**config.mk**
```make
export PLATFORM = sky130hd
export DESIGN_NAME = regfile_scoreboard
export DESIGN_NICKNAME = d
export VERILOG_FILES = /design/src/rtl/regfile_scoreboard.sv
export SDC_FILE = /design/constraint.sdc
export NUM_CORES = 2
export LEC_CHECK = 0
export CAP_MARGIN = 0
export CORE_AREA = 2 2 389 391
export CTS_CLUSTER_DIAMETER = 100
export DETAILED_ROUTE_END_ITERATION = 10
export DIE_AREA = 0 0 391 393
export PLACE_DENSITY_LB_ADDON = 0.1
export SLEW_MARGIN = 20
export SYNTH_ARGS = -nofsm -noshare
export SYNTH_HDL_FRONTEND = slang
export SYNTH_SLANG_ARGS = --single-unit
```
**constraint.sdc**
```tcl
create_clock -name Clk -period 1.7 [get_ports Clk]
set_input_delay 0.17 -clock Clk [delete_from_list [all_inputs] [get_ports Clk]]
set_output_delay 0.17 -clock Clk [all_outputs]
set_load 0.02 [all_outputs]
```
**src/rtl/regfile_scoreboard.sv**
```systemverilog
// 2-read/1-write register file with a per-register busy scoreboard for RAW stall detection.
// Define REGFILE_BYPASS_EN to forward same-cycle write data (and clear busy) onto the read ports.
module regfile_scoreboard #(
  parameter int DATA_W    = 32,
  parameter int ADDR_W    = 5,
  parameter bit HARD_ZERO = 1'b1
) (
  input  logic                   Clk,
  input  logic                   Reset_n,
  input  logic [ADDR_W-1:0]      readReg1,
  input  logic [ADDR_W-1:0]      readReg2,
  output logic [DATA_W-1:0]      readData1,
  output logic [DATA_W-1:0]      readData2,
  input  logic                   regWrite,
  input  logic [ADDR_W-1:0]      writeReg,
  input  logic [DATA_W-1:0]      writeData,
  input  logic                   issueValid,
  input  logic [ADDR_W-1:0]      issueReg,
  output logic                   busy1,
  output logic                   busy2,
  output logic [(2**ADDR_W)-1:0] busyVec
);

  localparam int DEPTH = 2 ** ADDR_W;

  logic [DATA_W-1:0] cellData [DEPTH];
  logic [DEPTH-1:0]  cellBusy;

  genvar gi;
  generate
    for (gi = 0; gi < DEPTH; gi++) begin : gCell
      if (HARD_ZERO && gi == 0) begin : gZero
        // Hardwired zero register: no storage, never busy.
        assign cellData[gi] = '0;
        assign cellBusy[gi] = 1'b0;
      end else begin : gStore
        logic [DATA_W-1:0] dataReg;
        logic              busyReg;
        logic              writeHit;
        logic              issueHit;

        assign writeHit = regWrite   && (writeReg == ADDR_W'(gi));
        assign issueHit = issueValid && (issueReg == ADDR_W'(gi));

        always_ff @(posedge Clk or negedge Reset_n) begin
          if (!Reset_n) begin
            dataReg <= '0;
            busyReg <= 1'b0;
          end else begin
            if (writeHit) begin
              dataReg <= writeData;
            end
            // A new issue to the same register outranks its writeback clearing busy.
            if (issueHit) begin
              busyReg <= 1'b1;
            end else if (writeHit) begin
              busyReg <= 1'b0;
            end
          end
        end

        assign cellData[gi] = dataReg;
        assign cellBusy[gi] = busyReg;
      end
    end
  endgenerate

  assign busyVec = cellBusy;

  logic [DATA_W-1:0] storedData1;
  logic [DATA_W-1:0] storedData2;
  logic              storedBusy1;
  logic              storedBusy2;

  assign storedData1 = cellData[readReg1];
  assign storedData2 = cellData[readReg2];
  assign storedBusy1 = cellBusy[readReg1];
  assign storedBusy2 = cellBusy[readReg2];

`ifdef REGFILE_BYPASS_EN
  logic writeable1;
  logic writeable2;
  logic bypass1;
  logic bypass2;
  logic reissue1;
  logic reissue2;

  assign writeable1 = !(HARD_ZERO && readReg1 == '0);
  assign writeable2 = !(HARD_ZERO && readReg2 == '0);
  assign bypass1    = regWrite && (writeReg == readReg1) && writeable1;
  assign bypass2    = regWrite && (writeReg == readReg2) && writeable2;
  // A same-cycle issue to the forwarded register keeps the port reporting busy.
  assign reissue1   = issueValid && (issueReg == readReg1);
  assign reissue2   = issueValid && (issueReg == readReg2);

  assign readData1 = bypass1 ? writeData : storedData1;
  assign readData2 = bypass2 ? writeData : storedData2;
  assign busy1     = bypass1 ? reissue1 : storedBusy1;
  assign busy2     = bypass2 ? reissue2 : storedBusy2;
`else
  assign readData1 = storedData1;
  assign readData2 = storedData2;
  assign busy1     = storedBusy1;
  assign busy2     = storedBusy2;
`endif

endmodule

```
Word level (Yosys, flattened, before mapping)
Index checks and enable logic that the tools add are counted.
{"block": "word_totals", "out_inout_bits": 98, "wordCells": 295, "inputBits": 56, "reg_bits": 1023}
{"block": "op_classes", "n_eq_ne": 62, "order_cmp": 4, "n_mux": 72, "bitwise_logic": 2, "n_reduce_logical": 93}
{"operator": "$bmux W32 S5", "n": 2}
{"operator": "$eq A5 B5 Y1 const B", "n": 32}
{"operator": "$mux W32", "n": 4}
{"operator": "$eq A5 B4 Y1 const B", "n": 16}
{"operator": "$mux W1", "n": 64}
{"operator": "$logic_and A1 B1 Y1", "n": 62}
{"operator": "$reduce_bool A2 Y1", "n": 31}
{"operator": "$eq A5 B3 Y1 const B", "n": 8}
{"operator": "$eq A5 B2 Y1 const B", "n": 4}
{"operator": "$ge A6 B6 Y1 const B", "n": 2}
{"operator": "$lt A5 B6 Y1 const B", "n": 2}
{"operator": "$not A5 Y6", "n": 2}
{"operator": "$bmux W1 S5", "n": 2}
{"operator": "$eq A5 B1 Y1 const B", "n": 2}

Logic depth before layout (Yosys ltp)
{"block": "logic_depth", "ltp_word": 4, "ltp_mapped": 8, "ltp_nobuf": 4}

Worst setup path before layout
No wires, ideal clock.
{"block": "synth_timing", "path_kind": "input to output", "start": "input port readReg1[0]", "end": "output port readData1[20]", "arrival_ps": 1804, "stages": 8, "slack_ps": -274, "required_ps": 1530, "path_buffers": 5, "path_cell_list": "buf_2 -> buf_6 -> buf_2 -> buf_4 -> buf_2 -> a22o_1 -> a211oi_1 -> o31ai_1"}
{"block": "synth_between", "elab_chain_cells": 4}
{"element": "start: declaration", "line_no": "10", "source": "input logic [ADDR_W-1:0] readReg1,"}
{"element": "$not A5 Y6 (implied by the code)", "line_no": "75", "source": "assign storedData1 = cellData[readReg1];"}
{"element": "$bmux W32 S5", "line_no": "75"}
{"element": "$mux W32 (implied by the code) (2 in series)", "line_no": "75"}
{"element": "end: declaration", "line_no": "12", "source": "output logic [DATA_W-1:0] readData1,"}
Every way passes these cells. The select of a mux whose other input is x is not followed.

Worst setup path after layout
{"block": "layout_timing", "start": "register gCell[30].gStore.dataReg[17]", "end": "output port readData1[17]"}
{"block": "layout_between", "elab_chain_cells": 3}
{"element": "start: declaration", "line_no": "37", "source": "logic [DATA_W-1:0] dataReg;"}
{"element": "start signal: assignment", "line_no": "51", "source": "dataReg <= writeData;"}
{"element": "$bmux W32 S5", "line_no": "75"}
{"element": "$mux W32 (implied by the code) (2 in series)", "line_no": "75"}
Every way passes these cells. The select of a mux whose other input is x is not followed.

==> flow_metrics.py <==
metrics = {
    "placed_design": {
        "placed_cell_area_mm2": 0.0665,
        "io_buffers": 152,
        "place.gp.congestion": 0.846,
        "hpwl_mm": 146,
    },
    "floorplanning": {
        "dieArea_mm2": 0.154,
        "core_mm2": 0.149,
        "io_pins": 154,
        "die_height_um": 393,
        "initial_core_util_pct": 36.9,
        "die_x_um": 391,
        "rows": 142,
    },
    "synthesis": {
        "synth_area_mm2": 0.0551,
        "synthXorXnorAreaFrac_pct": 0,
        "synth_cells": 3825,
        "synth_top_family_by_area": "multiplexers",
        "synthAdderAreaFrac_pct": 0,
        "synth_ff_type": "dfrtp_1",
        "synth-seq-cells": 1023,
        "yosysWarnings": 0,
        "synth.area.mux_share_pct": 40.8,
        "synth.most_common_cell": "mux2_2",
        "syn_nets": 3881,
        "netlist-cell-type-count": 35,
        "synth_area_leaders": "dfrtp_1 (46%), mux2_2 (21%), mux4_2 (16%)",
        "synth_area_leader_cell": "dfrtp_1",
        "ys_top_cells_by_count": "mux2_2 (1034), dfrtp_1 (1023), mux4_2 (396), clkbuf_1 (219), a22o_1 (206)",
        "synth_compound_area_share_pct": 6.75,
        "avgSynthCellArea_um2": 14.4,
        "async_flop_share_pct": 100,
        "netlist.area_leader.share_pct": 46.4,
        "synthSimpleGateAreaFrac_pct": 1.98,
        "synth_edf_count": 0,
        "ys_seq_area_share_pct": 46.4,
    },
    "setup_path": {
        "crit_type": "flip-flop to output port",
        "worst_path_largest_cell_delay_ps": 450,
        "critPathMaxFanout": 2,
        "worstPathCellList": "buf_4 > mux4_2 > a22o_1 > o21ai_4 > o31ai_4 > buf_6",
        "r2r_cells": 3,
        "critPathCaptureType": "output port",
        "critPathTopFamily": "compound AO/OA/AOI/OAI gates",
        "cp.required_ps": 1530,
        "crit_arrival_ps": 2580,
        "path_buf_inv": 2,
        "cp-start-kind": "flip-flop",
        "slowest_stage": "mux4_2",
        "path_depth": 6,
    },
    "finish": {
        "final_util_pct": 47.8,
        "area_growth_syn_to_layout_pct": 29.4,
        "fin_nets": 4541,
        "fillerInstances": 13160,
        "drive_gt1_share_pct": 60.3,
        "final_area_mm2": 0.0713,
    },
    "drt": {
        "wl_met3_mm": 9.84,
        "route.detailed.drc": 0,
        "drt-total-wl_mm": 210,
        "dr_wl_met2_mm": 100,
        "highest_layer": "met5",
        "antenna_left": 0,
        "num_vias": 38202,
        "wl_met1_mm": 94.1,
        "dr.pass1.iters": 7,
        "drtIter0Drc": 2829,
        "via_per_inst": 5.86,
        "wire_per_inst_um": 32.1,
    },
    "sta": {
        "post-route-period-util_pct": 162,
        "rsz0062_at_grt": "true",
        "final_max_slew_viol_count": 0,
        "post-route-min-period_ps": 2750,
        "tns_ps": -55870,
        "setup_viol": 66,
        "setup_slack_ps": -1050,
        "worst_pin_slew_ps": 740,
        "hold_viol_final": 0,
        "relSlewSlack_pct": 50.6,
        "fin_skew_ps": 0,
        "fmax_mhz": 364,
    },
    "power": {
        "p_seq_share_pct": 40.9,
        "p_per_area_mw_per_mm2": 1120,
        "pwr-share-clk_pct": 33.1,
        "comb_power_share_pct": 26.0,
        "ir_drop_uv": 784,
        "internal_power_mw": 57.1,
        "netSwitchingPower_mw": 22.9,
        "switching_share_pct": 28.6,
        "leakage_nw": 31.5,
    },
    "global_routing": {
        "grt_max_degree": 92,
        "grt_overflow": 0,
        "grt_usage_pct": 27.6,
        "antenna_found_initial": 2,
        "grt_pass1_wl_mm": 305,
        "grt_pass1_vias": 40249,
    },
    "cts": {
        "numCtsBuffers": 119,
        "clkTransAtPathRegs_ps": 60,
        "htreeDepth": 3,
        "cts.path.max_buffers": 3,
        "worstSkewPairLatency_ps": 750,
        "cts_tree": "yes",
        "cts_num_sinks": 1023,
        "cts_root_buf": "clkbuf_16",
    },
    "outcome": {
        "outcome": "finished, violations left",
        "violations": "setup timing",
    },
    "hold_path": {
        "hold_class": "primary input to async pin",
    },
    "run": {
        "cap_violations": 0,
    },
}
## final timing paths
path	start	end	slack, ps
worst max-delay path	gCell[30].gStore.dataReg[17]$_DFFE_PN0P_	readData1[17]	-1050
worst max register to register	gCell[23].gStore.dataReg[2]$_DFFE_PN0P_	gCell[23].gStore.dataReg[2]$_DFFE_PN0P_	660
worst min-delay path	Reset_n	gCell[16].gStore.dataReg[29]$_DFFE_PN0P_	160
min in group Clk	issueReg[3]	gCell[3].gStore.busyReg$_DFFE_PN0P_	170
worst min register to register	gCell[23].gStore.dataReg[25]$_DFFE_PN0P_	gCell[23].gStore.dataReg[25]$_DFFE_PN0P_	510
max in group asynchronous	Reset_n	gCell[13].gStore.dataReg[17]$_DFFE_PN0P_	660
## worst reg2reg max path, stage by stage, from the launching register on
cell	delay [ps]
dfrtp_1	400
buf_4	140
buf_4	120
mux2_1	270
## final cells by class
| cell class | count | area, um2 | share of cell area [%] |
|---|---|---|---|
| multi-input cells | 2331 | 28900 | 40.6 |
| flip-flops and latches | 1023 | 25600 | 35.9 |
| repair buffers | 991 | 10300 | 14.4 |
| clock buffers | 187 | 3660 | 5.13 |
| well taps | 1944 | 2430 | 3.41 |
| clock inverters | 28 | 339 | 0.475 |
| inverters | 19 | 73.8 | 0.103 |
| diodes | 1 | 2.50 | 0.00351 |
## timing repair
item | CTS | global route
endpoints found under the setup margin | 97 | 68
pin swaps | 129 | 56
cloned | 0 | 0
hold endpoints to repair | 1023 | 0
gates resized for setup | 517 | 37
setup buffers | 25 | 5
hold buffers | 2 | 0
## stage by stage
stage	worst slack, ps	hold WS, ps	total power, mW	std cells
after floorplan	-49.6	-126	44.7	3825
after global placement	-1170	73.1	53.0	6303
after detailed placement	-1170	75.1	53.3	6303
after CTS	-1110	123	80.5	6521
after global routing	-1100	170	83.6	6523
final	-1050	162	80.0	6524
## flip-flops by register name, indices dropped and copies added, names as in the netlist
register              flops
gCell.gStore.dataReg    992
gCell.gStore.busyReg     31
## logic make-up after synthesis
logic type | count (synthesis)
simple gates | 215
other cells | 1
mux | 1619
flops | 1023
compound gates | 496
buf+inv | 471
## routing by layer
| metal | vias to the layer above | GRT usage, % |
|---|---|---|
| met2 | 1023 | 45.0 |
| met5 | - | 0 |
| met4 | 2 | 7.43 |
| li1 | 16107 | - |
| met3 | 274 | 3.65 |
| met1 | 20796 | 38.6 |
## placed cells by master (no fill, tap or decap), types with 6 or more instances in the layout
| cell type | n |
|---|---|
| clkbuf_8 | 36 |
| bufinv_16 | 7 |
| o31ai_2 | 9 |
| a211oi_1 | 43 |
| o31ai_4 | 57 |
| o22ai_1 | 75 |
| nand2_4 | 6 |
| mux2_2 | 1034 |
| buf_12 | 186 |
| clkbuf_16 | 122 |
| and3_1 | 34 |
| o21ai_0 | 7 |
| o21ai_2 | 35 |
| buf_2 | 13 |
| clkinv_2 | 16 |
| clkbuf_1 | 29 |
| nor2b_4 | 7 |
| buf_4 | 633 |
| a211oi_2 | 23 |
| nand2_2 | 7 |
| nor2_4 | 14 |
| o21ai_4 | 22 |
| nor2b_1 | 6 |
| dfrtp_1 | 1020 |
| and2_1 | 31 |
| mux4_2 | 396 |
| o21ai_1 | 9 |
| nand2_1 | 75 |
| buf_6 | 104 |
| mux2_1 | 24 |
| inv_1 | 17 |
| mux2i_1 | 164 |
| a22o_1 | 204 |
| clkdlybuf4s50_1 | 44 |
## power by group through the flow
stage / Sequential (mW) / Combinational [mW] / Clock (mW)
after floorplan: 31.8 / 12.9 / 0
after global placement: 33.0 / 20.0 / 0
after detailed placement: 33.1 / 20.2 / 0
after CTS: 32.7 / 20.8 / 27.0
after global routing: 33.4 / 22.2 / 28.0
final: 32.8 / 20.8 / 26.5
Note: power is estimated with default switching activity, not from simulation.
